<file path="src/rtl/vga_timing_gen.sv">
// VGA raster timing generator: free-running pixel/line counters with registered
// sync, blanking and start-of-line/frame strobes aligned to the presented position.
module vga_timing_gen #(
   parameter int H_DISPLAY       = 640,
   parameter int H_FRONT         = 16,
   parameter int H_SYNC          = 96,
   parameter int H_BACK          = 48,
   parameter int V_DISPLAY       = 480,
   parameter int V_BOTTOM        = 10,
   parameter int V_SYNC          = 2,
   parameter int V_TOP           = 33,
   parameter int SYNC_ACTIVE_LOW = 1
) (
   input  logic       clk,
   input  logic       reset,
   output logic       hsync,
   output logic       vsync,
   output logic       display_on,
   output logic [9:0] hpos,
   output logic [9:0] vpos,
   output logic       line_start,
   output logic       frame_start,
   output logic [9:0] frame_count
);

   localparam int H_TOTAL = H_DISPLAY + H_FRONT + H_SYNC + H_BACK;
   localparam int V_TOTAL = V_DISPLAY + V_BOTTOM + V_SYNC + V_TOP;

   localparam logic [9:0]  H_LAST   = 10'(H_TOTAL - 1);
   localparam logic [9:0]  V_LAST   = 10'(V_TOTAL - 1);
   localparam logic [10:0] H_VIS    = 11'(H_DISPLAY);
   localparam logic [10:0] V_VIS    = 11'(V_DISPLAY);
   localparam logic [10:0] HS_FIRST = 11'(H_DISPLAY + H_FRONT);
   localparam logic [10:0] HS_LAST  = 11'(H_DISPLAY + H_FRONT + H_SYNC - 1);
   localparam logic [10:0] VS_FIRST = 11'(V_DISPLAY + V_BOTTOM);
   localparam logic [10:0] VS_LAST  = 11'(V_DISPLAY + V_BOTTOM + V_SYNC - 1);

   localparam logic SYNC_ON  = (SYNC_ACTIVE_LOW != 0) ? 1'b0 : 1'b1;
   localparam logic SYNC_OFF = ~SYNC_ON;

   // ST_RESTART holds the raster at (0,0) for the first clock after reset so
   // that position is presented with its strobes and is not counted as a frame.
   typedef enum logic {ST_RESTART, ST_RUN} state_t;

   state_t     state;
   state_t     state_next;
   logic [9:0] h_next;
   logic [9:0] v_next;
   logic [9:0] fc_next;
   logic       hsync_next;
   logic       vsync_next;
   logic       display_next;
   logic       line_start_next;
   logic       frame_start_next;

   always_comb begin
      state_next = state;
      h_next     = hpos;
      v_next     = vpos;
      fc_next    = frame_count;
      unique case (state)
         ST_RESTART: begin
            h_next     = 10'd0;
            v_next     = 10'd0;
            state_next = ST_RUN;
         end
         ST_RUN: begin
            if (hpos == H_LAST) begin
               h_next = 10'd0;
               if (vpos == V_LAST) begin
                  v_next  = 10'd0;
                  fc_next = frame_count + 10'd1;
               end else begin
                  v_next = vpos + 10'd1;
               end
            end else begin
               h_next = hpos + 10'd1;
            end
         end
         default: state_next = ST_RESTART;
      endcase

      hsync_next       = (({1'b0, h_next} >= HS_FIRST) && ({1'b0, h_next} <= HS_LAST)) ? SYNC_ON : SYNC_OFF;
      vsync_next       = (({1'b0, v_next} >= VS_FIRST) && ({1'b0, v_next} <= VS_LAST)) ? SYNC_ON : SYNC_OFF;
      display_next     = ({1'b0, h_next} < H_VIS) && ({1'b0, v_next} < V_VIS);
      line_start_next  = (h_next == 10'd0);
      frame_start_next = (h_next == 10'd0) && (v_next == 10'd0);
   end

   // Decorations are registered from the next-state position so they line up
   // with hpos/vpos in the same cycle.
   always_ff @(posedge clk) begin
      if (reset) begin
         state       <= ST_RESTART;
         hpos        <= 10'd0;
         vpos        <= 10'd0;
         frame_count <= 10'd0;
         hsync       <= SYNC_OFF;
         vsync       <= SYNC_OFF;
         display_on  <= 1'b0;
         line_start  <= 1'b0;
         frame_start <= 1'b0;
      end else begin
         state       <= state_next;
         hpos        <= h_next;
         vpos        <= v_next;
         frame_count <= fc_next;
         hsync       <= hsync_next;
         vsync       <= vsync_next;
         display_on  <= display_next;
         line_start  <= line_start_next;
         frame_start <= frame_start_next;
      end
   end

endmodule

</file>
<file path="config.mk">
export PLATFORM = sky130hd
export DESIGN_NAME = vga_timing_gen
export DESIGN_NICKNAME = d
export VERILOG_FILES = /design/src/rtl/vga_timing_gen.sv
export SDC_FILE = /design/constraint.sdc
export NUM_CORES = 1
export LEC_CHECK = 0
export CAP_MARGIN = 20
export CORE_ASPECT_RATIO = 1.1
export CORE_UTILIZATION = 40
export CTS_BUF_LIST = sky130_fd_sc_hd__clkbuf_8
export DETAILED_ROUTE_END_ITERATION = 12
export GPL_TIMING_DRIVEN = 1
export HOLD_SLACK_MARGIN = 0.02
export SETUP_SLACK_MARGIN = 0.2
export SYNTH_ARGS = -nofsm -noshare
export SYNTH_HDL_FRONTEND = slang
export SYNTH_SLANG_ARGS = --single-unit
</file>
<file path="constraint.sdc">
create_clock -name clk -period 2.42 [get_ports clk]
set_input_delay 0.726 -clock clk [delete_from_list [all_inputs] [get_ports clk]]
set_output_delay 0.726 -clock clk [all_outputs]
set_load 0.05 [all_outputs]
</file>
==> results.md, run 1 <==
* Syn Area/Cell at 8.36 um^2
* Slowest CP cell: clkdlybuf4s50_1
* Gpl congestion at 0.869
* Relative slew slack at 0.661
* Yosys warnings at 0
* Share of cells above drive strength 1 at 0.182
* Die ar. at between 5000 and 6000 um^2
* Synth Area in Simple Gates at 0.340
* Max Fclk at approximately 0.45 GHz
* R2r setup slk at 0.30 ns
* Synth cell types at 47
* Largest net degree at the start of global routing at 16
* TritonCTS Sinks at 36
* Worst hold start: hpos[0]
* Clk_lat worst skew at 0.29 ns
* Worst hold path class: flip-flop to flip-flop
* Area post-placement at ~2500 um^2
* Num ports at 37
* Initial DRC Count at 60
* Max Cap Viol at 0
* Worst path max stage delay at 0.81 ns
* Leakage at 1.12 nW
* Synthesized flop and latch total at 36
* PnR Total Power at 0.00111 W
* Wire per inst at 14.4 um
* Die span in x at 70.2 um
* Via density per instance at 5.44
* Worst R2R Path Depth at 8
* Pwr/cell area at 418 nW/um^2
* CORE AREA at roughly 4800 um^2
* Cell Area, Synth at 2050 um^2
* Die Ht at 77.1 um
* First-pass GRT wire length at 8300 um
* Fin. max-slew vios at 0
* Fin cells at between 300 and 400
* Adder-cell share of the synthesized area at 0.0244
* Synth Area in Compound Gates at 0.0953
* Post-synthesis xor/xnor area fraction at 0.124
* Worst-margin pin slew at between 0.5 and 0.6 ns
* CP endpoint kind: output port
* Post-cts hold buffer count at 0
* Clock Skew at approximately 0.0093 ns
* Most frequent cells in the layout: nor2_1, dfxtp_1, buf_4
* Hpwl dp at 3670 um
* Status: finished clean
* Antenna Cells at 0
* Router iterations before antenna repair at 4
* DRC violations left at 0
* Cell family with most CP delay: buffers and inverters
* Remaining global-route overflow at 0
* Setup tns final at 0 ns
* # port buffers at 36
* Vias in the first global route at 1710
* CTS Root Cell: clkbuf_8
* Hold path endpoint: hpos[0]
* Setup WS pre-CTS at ~0.23 ns
* DR vias at 1892
* Multi-input logic area at between 1000 and 1500 um^2
* Most common cell after layout, fill and taps aside: nor2_1
* CTS clk-pin slew, worst paths at 0.07 ns
* Syn nets at 251
* FP Rows at 26
* Share of the synthesized area in the top cell type at 0.352
* Initial antenna violation count at 0
* Crit path max fanout at 7
* CP Class: flip-flop to output port
* Critical-path cell list: clkdlybuf4s50_1
* Critical Path RT at approximately 1.7 ns
* Period utilisation layout at 0.910
* CP Buf/Inv Count at 1
* Max Buffers Root-to-Sink at 2
* Critical path arrival at around 1.5 ns
* Final hold violation count at 0
* Leading area contributor after synthesis: dfxtp_1
* Synth top area cells: dfxtp_1, xnor2_1, nor2_1
* Final Setup Violations at 0
* Seq/Total Area, Yosys at 0.352
* Filler cells at 440
* Final ANT Viol Nets at 0
* NumNets Final at 297
* CTS tree: built
* Largest family of logic cells by synthesized area: simple AND/OR/NAND/NOR gates
* Routed WL at 5020 um
* Mux cell area share after synthesis at 0.0147
* Global-route usage over all layers at 0.194
* H-tree Lvls at 2
* Initial Util at 0.428
* Reg area at around 730 um^2
* Cts bufs inserted at 5
* Reg2Reg Capture Point: frame_start
* R2R Path Start: hpos[0]
* Area Overhead vs Synth at 30.3%
* Fin crit period at around 2.2 ns
* RSZ-0062 raised after global routing: yes
* Cells on Worst Hold Path at 1
* Worst Setup Start Kind: flip-flop
* Final worst slack at roughly 0.22 ns
* Final Cell Area at roughly 2700 um^2
* Inst Count DP at between 300 and 400
* Cells after Synth at 245
* Peak VDD IR at 0.327 mV
## how the worst max path moves through the flow
| stage | cells past startpoint | slack [ns] | endpoint | from |
|---|---|---|---|---|
| 6_report | 1 | 0.22 | hpos[0] | hpos[0] |
| 5_1_grt | 8 | 0.16 | frame_start | hpos[0] |
| 4_1_cts | 1 | 0.21 | frame_count[8] | frame_count[8] |
| 3_5_place_dp | 7 | 0.23 | vsync | hpos[0] |
| 3_3_place_gp | 7 | 0.28 | display_on | hpos[0] |
| 2_1_floorplan | 7 | 0.25 | frame_start | hpos[6] |
## routing by layer
layer | up-vias | GRT usage | wire length (um)
met5 | - | 0 | 0
met4 | 0 | 0.0720 | 133
met3 | 11 | 0.0420 | 212
met2 | 46 | 0.302 | 2310
met1 | 880 | 0.262 | 2370
li1 | 955 | - | -
## area by class of cell
type,count,area share
inverters,7,0.00985
flip-flops and latches,36,0.275
well taps,56,0.0263
repair buffers,52,0.173
multi-input cells,189,0.481
clock inverters,2,0.00422
clock buffers,6,0.0309
## synth_stat cells, drive strengths merged
library cell,n
a2111oi,1
a211o,1
a21o,1
a21oi,6
a31o,1
a31oi,2
a41oi,1
and2,3
and3,7
and4,2
buf,10
clkbuf,4
dfxtp,36
ha,4
inv,7
mux2i,3
nand2,17
nand3,15
nand3b,1
nand4,12
nor2,39
nor2b,2
nor3,13
nor3b,3
nor4,7
nor4b,1
o211ai,1
o21a,2
o21ai,7
o21ba,1
o221ai,1
o311a,1
o31a,2
or3,2
xnor2,17
xor2,12
## kinds of logic after synthesis
group / count (synthesis)
compound gates: 28
flops: 36
simple gates: 124
fa+ha+maj: 4
xor+xnor: 29
mux: 3
buf+inv: 21
## repair_timing
item | CTS | global route
gates cloned | 0 | 1
buffers inserted | 0 | 4
pin swaps | 0 | 3
setup endpoints to repair | 16 | 11
resized for setup | 16 | 16
## report_power, final
part	total, W	switching [W]	internal [W]
Clock	0.000455	0.000228	0.000227
Sequential	0.000602	0.00000518	0.000596
Combinational	0.0000578	0.0000374	0.0000204
Total	0.00111	0.000270	0.000844
## registers in the layout, indices dropped and copies added (netlist names)
register and flops:
frame_start 1, vsync 1, state 1, vpos 10, hpos 10, frame_count 10
line_start 1, hsync 1, display_on 1
## per-stage QoR
step,utilization,hold slack (ns)
final,0.558,0.457
after global routing,0.558,0.478
after CTS,0.536,0.455
after detailed placement,0.521,0.443
after global placement,0.521,0.440
after floorplan,-,0.510
Note: power is estimated with default switching activity, not from simulation.
==> run 2: changes to the inputs <==
clock period = 2.6 ns   (was 2.42 ns; I/O delays follow)
==> run 2 against run 1 <==
Effect of this change:
- worst hold slack better by 0.022 ns
- power is 1.5% lower
- clock power is 6.6% higher
- first-iteration DRC count is 35% higher
- critical path depth stayed put
- setup slack better by 0.027 ns
- wire length is 1.7% lower
- cell area is 3.6% lower
- clock skew is 0.0033 ns lower
- sequential cell count stayed put
- final cell count is 2.6% lower
- register-to-register slack better by 0.04 ns
- critical endpoint is now hpos[4]
- largest cell class unchanged
- largest power group unchanged
- highest routed layer unchanged
==> results.md, run 2 (synthesis gave the netlist of run 1 again) <==
* Max Fclk at 0.424 GHz
* Area Overhead vs Synth at 25.6%
* Setup tns final at 0 ns (unchanged)
* Top flop regs: frame_count (10), hpos (10), vpos (10)
* Clk_lat worst skew at 0.29 ns (about the same)
* Core Util, Final at 0.538 (-0.0201)
* Pwr/cell area at 427 nW/um^2 (+2.2%)
* Final hold violation count at 0 (unchanged)
* Final Setup Violations at 0 (unchanged)
* Fin. max-slew vios at 0 (unchanged)
* CTS Root Cell: clkbuf_8
* Setup crit start: hpos[4]
* CORE AREA at 4780 um^2 (unchanged)
* Worst R2R Path Depth at 7 (-1)
* Clock Skew at 0.00608 ns (-0.00326 ns)
* Worst-margin pin slew at 0.510 ns (+0.00269 ns)
* Global-route usage over all layers at 0.190 (-0.00422)
* Crit path max fanout at 7 (unchanged)
* Worst hold path class: flip-flop to flip-flop
* CP Buf/Inv Count at 1 (unchanged)
* CP Class: flip-flop to output port
* Die span in x at 70.2 um (unchanged)
* Share of cells above drive strength 1 at 0.117 (-0.0649)
* Slowest CP cell: clkdlybuf4s50_1
* Worst setup path end: hpos[4]
* Routed WL at 4940 um (-1.7%)
* Fin crit period at 2.36 ns
* Wire per inst at 14.6 um (+0.88%)
* Final ANT Viol Nets at 0 (unchanged)
* CP endpoint kind: output port
* Initial antenna violation count at 0 (unchanged)
* Number of setup buffers added after CTS at 0 (unchanged)
* Gpl congestion at 0.811 (-6.6%)
* Max Cap Viol at 0 (unchanged)
* Antenna Cells at 0 (unchanged)
* Cell family with most CP delay: buffers and inverters
* Largest net degree at the start of global routing at 16 (unchanged)
* Via density per instance at 5.35 (-1.6%)
* Worst path max stage delay at 0.84 ns (+0.03 ns)
* Peak VDD IR at 0.309 mV (-5.4%)
* Status: finished clean
* Critical path arrival at 1.58 ns (+0.10 ns)
* First-pass GRT wire length at 8210 um (-1.1%)
* Cts bufs inserted at 5 (unchanged)
* Leakage at 0.981 nW (-12%)
* Reg2Reg Capture Point: frame_count[9]
* TritonCTS Sinks at 36 (unchanged)
* Critical Path RT at 1.82 ns (+0.13 ns)
* R2r setup slk at 0.34 ns (+0.04 ns)
* Die Ht at 77.1 um (unchanged)
* R2R Path Start: hpos[0]
* CTS clk-pin slew, worst paths at 0.07 ns (about the same)
* Critical-path cell list: clkdlybuf4s50_1
* DR vias at 1814 (-4.1%)
* # port buffers at 36 (unchanged)
* Initial Util at 0.428 (unchanged)
* Most common cell after layout, fill and taps aside: nor2_1
* Die ar. at 5410 um^2 (unchanged)
* Max Buffers Root-to-Sink at 2 (unchanged)
* Filler cells at 471 (+7.0%)
* CTS tree: built
* DRC violations left at 0 (unchanged)
* H-tree Lvls at 2 (unchanged)
* Critical Path Stages at 1 (unchanged)
* Worst Setup Start Kind: flip-flop
* Relative slew slack at 0.660 (-0.00179)
* Remaining global-route overflow at 0 (unchanged)
* FP Rows at 26 (unchanged)
* Post-cts hold buffer count at 0 (unchanged)
* Period utilisation layout at 0.906
* Vias in the first global route at 1748 (+2.2%)
* RSZ-0062 raised after global routing: yes
* NumNets Final at 288 (-3.0%)
* Num ports at 37 (unchanged)
* Initial DRC Count at 81 (+35%)
* Hpwl dp at 3530 um (-4.0%)
* Router iterations before antenna repair at 4 (unchanged)
* Most frequent cells in the layout: nor2_1, dfxtp_1, clkdlybuf4s50_1
run 2: per-layer routing:
layer	wire length [um]	up-vias	track usage
met5	0	-	0
met4	87	0	0.0740
met3	185	10	0.0420
met2	2270	31	0.311
met1	2390	843	0.240
li1	-	930	-
run 2: final cells by class:
type,instances,area (um^2),share of cell area
flip-flops and latches,36,723,0.281
well taps,56,70.1,0.0272
clock inverters,3,38.8,0.0151
repair buffers,44,414,0.161
clock buffers,5,68.8,0.0268
multi-input cells,188,1230,0.479
inverters,7,26.3,0.0102
run 2: worst min path at each step:
stage | start | to | slack [ns] | cells after the start
floorplan | state | hpos[2] | 0.52 | 2
global placement | hpos[0] | hpos[0] | 0.45 | 1
detailed placement | hpos[0] | hpos[0] | 0.46 | 1
CTS | hpos[0] | hpos[0] | 0.47 | 1
global route | hpos[0] | hpos[0] | 0.49 | 1
finish | hpos[0] | hpos[0] | 0.48 | 1
run 2: where the power goes:
group          internal [W]  total (W)  switching (W)
Sequential         0.000557   0.000561     0.00000487
Clock              0.000281   0.000485       0.000204
Combinational     0.0000175  0.0000517      0.0000342
Total              0.000855    0.00110       0.000243
run 2: metrics by stage:
step	hold WS, ns	total power (W)	worst slack, ns	cells	instance area (um^2)
6_report	0.479	0.00110	0.243	339	2570
5_1_grt	0.489	0.00114	0.154	339	2570
4_1_cts	0.471	0.00111	0.202	339	2560
3_5_place_dp	0.462	0.000626	0.277	331	2460
3_3_place_gp	0.450	0.000627	0.328	331	2460
2_1_floorplan	0.518	0.000605	0.333	245	2050
run 2: repair_timing:
| item | 4_1_cts | 5_1_grt |
|---|---|---|
| resized for setup | 11 | 5 |
| cloned | 0 | 0 |
| setup endpoints to repair | 11 | 12 |
==> run 3: changes to the inputs <==
SKIP_CTS_REPAIR_TIMING = 1   (was default)
==> run 3 against run 2 <==
Effect of this change:
- die area unchanged
- count of clock-buffer cells in the layout unchanged
- sequential cell count did not move
- wire length rose by 0.51%
- critical path depth did not move
- register-to-register slack improved by 0.02 ns
- cell area up 3.5%
- clock skew grew 0.00057 ns
- sequential share of layout area is 0.94 points lower
- setup slack lost 0.0013 ns
- critical path type unchanged
- highest routed layer unchanged
==> results.md, run 3 (synthesis gave the netlist of run 1 again) <==
* Worst-margin pin slew at 0.510 ns (unchanged)
* Crit path max fanout at 7 (unchanged)
* Cts bufs inserted at 5 (unchanged)
* Num ports at 37 (unchanged)
* Worst path max stage delay at 0.84 ns (about the same)
* Remaining global-route overflow at 0 (unchanged)
* NumNets Final at 291 (+1.0%)
* CTS clk-pin slew, worst paths at 0.07 ns (about the same)
* R2R Path Start: hpos[0]
* Die span in x at 70.2 um (unchanged)
* DRC violations left at 0 (unchanged)
* Initial Util at 0.428 (unchanged)
* Max Cap Viol at 0 (unchanged)
* Slowest CP cell: clkdlybuf4s50_1
* Max Fclk at 0.424 GHz (about the same)
* Worst hold start: hpos[0]
* Setup tns final at 0 ns (unchanged)
* Max Buffers Root-to-Sink at 2 (unchanged)
* Leakage at 1.17 nW (+19%)
* DR vias at 1847 (+1.8%)
* Most frequent cells in the layout: nor2_1, dfxtp_1, clkdlybuf4s50_1
* Critical-path cell list: clkdlybuf4s50_1
* Setup crit start: hpos[4]
* CTS Root Cell: clkbuf_8
* Area Overhead vs Synth at 29.9%
* Setup WS pre-CTS at 0.277 ns (unchanged)
* CP endpoint kind: output port
* Vias in the first global route at 1744 (-0.23%)
* Final worst slack at 0.242 ns (-0.00134 ns)
* Die ar. at 5410 um^2 (unchanged)
* Relative slew slack at 0.660 (unchanged)
* Pwr/cell area at 413 nW/um^2 (-3.3%)
* Gpl congestion at 0.811 (unchanged)
* Area post-placement at 2460 um^2 (unchanged)
* H-tree Lvls at 2 (unchanged)
* Most common cell after layout, fill and taps aside: nor2_1
* Critical path arrival at 1.58 ns (about the same)
* Share of cells above drive strength 1 at 0.129 (+0.0128)
* TritonCTS Sinks at 36 (unchanged)
* CP Class: flip-flop to output port
* Die Ht at 77.1 um (unchanged)
* Global-route usage over all layers at 0.190 (-0.000275)
* Final Cell Area at 2660 um^2 (+3.5%)
* Clk_lat worst skew at 0.29 ns (about the same)
* First-pass GRT wire length at 8200 um (-0.17%)
* Largest net degree at the start of global routing at 16 (unchanged)
* Router iterations before antenna repair at 4 (unchanged)
* # port buffers at 36 (unchanged)
* CTS tree: built
* Cell family with most CP delay: buffers and inverters
* Critical Path RT at 1.82 ns (about the same)
* CORE AREA at 4780 um^2 (unchanged)
* Worst Setup Start Kind: flip-flop
* Final hold slack at 0.472 ns (-0.00632 ns)
* Inst Count DP at 331 (unchanged)
* Wire per inst at 14.5 um (-0.38%)
* Via density per instance at 5.40 (+0.93%)
* Initial antenna violation count at 0 (unchanged)
* RSZ-0062 raised after global routing: no
* Worst hold path class: flip-flop to flip-flop
* Final hold violation count at 0 (unchanged)
* Clock Skew at 0.00665 ns (+0.000567 ns)
* Final ANT Viol Nets at 0 (unchanged)
* Fin cells at 342 (+0.88%)
* Hpwl dp at 3530 um (unchanged)
* Routed WL at 4960 um (+0.51%)
* Peak VDD IR at 0.307 mV (-0.64%)
* Antenna Cells at 0 (unchanged)
* Fin crit period at 2.36 ns (+0.00134 ns)
* Status: finished clean
* Initial DRC Count at 67 (-17%)
* Top flop regs: frame_count (10), hpos (10), vpos (10)
* CP Buf/Inv Count at 1 (unchanged)
* Fin. max-slew vios at 0 (unchanged)
* Final Setup Violations at 0 (unchanged)
* Period utilisation layout at 0.907 (about the same)
* FP Rows at 26 (unchanged)
==> run 3: cell count changes in the layout (fill, tap and decap cells not counted), sizes merged <==
cell	before	now
dlymetal6s2s	3	14
dlygate4sd2	11	0
buf	8	11
==> run 3: report_power, final <==
part	internal (W)	switching [W]	leakage (nW)	total, W
Sequential	0.000557	0.00000466	0.292	0.000561
Clock	0.000281	0.000206	0.0593	0.000486
Combinational	0.0000176	0.0000339	0.818	0.0000515
Total	0.000855	0.000244	1.17	0.00110
==> run 3: final cells by class <==
cell class | instances | area (um^2)
flip-flops and latches | 36 | 723
clock buffers | 5 | 68.8
fillers | 458 | 2120
well taps | 56 | 70.1
multi-input cells | 188 | 1240
inverters | 7 | 26.3
repair buffers | 47 | 490
clock inverters | 3 | 38.8
==> run 3: routing by layer <==
layer / GRT usage / vias to the layer above / part of all wire
met5: 0 / - / 0
met3: 0.0420 / 10 / 0.043
li1: - / 938 / -
met1: 0.240 / 859 / 0.48
met4: 0.0740 / 0 / 0.018
met2: 0.310 / 40 / 0.46
==> run 3: path summary, 6_finish.rpt <==
check | depth (start not counted) | slack, ns | endpoint
min | 1 | 0.47 | hpos[0]
max | 1 | 0.24 | hpos[4]
min reg2reg | 1 | 0.47 | hpos[0]
max reg2reg | 7 | 0.36 | frame_count[9]
==> run 3: stage by stage <==
stage                     power, W  utilization
after CTS                  0.00111        0.538
after detailed placement  0.000626        0.515
after global routing       0.00114        0.557
final                      0.00110        0.557
after floorplan           0.000605            -
after global placement    0.000627        0.515
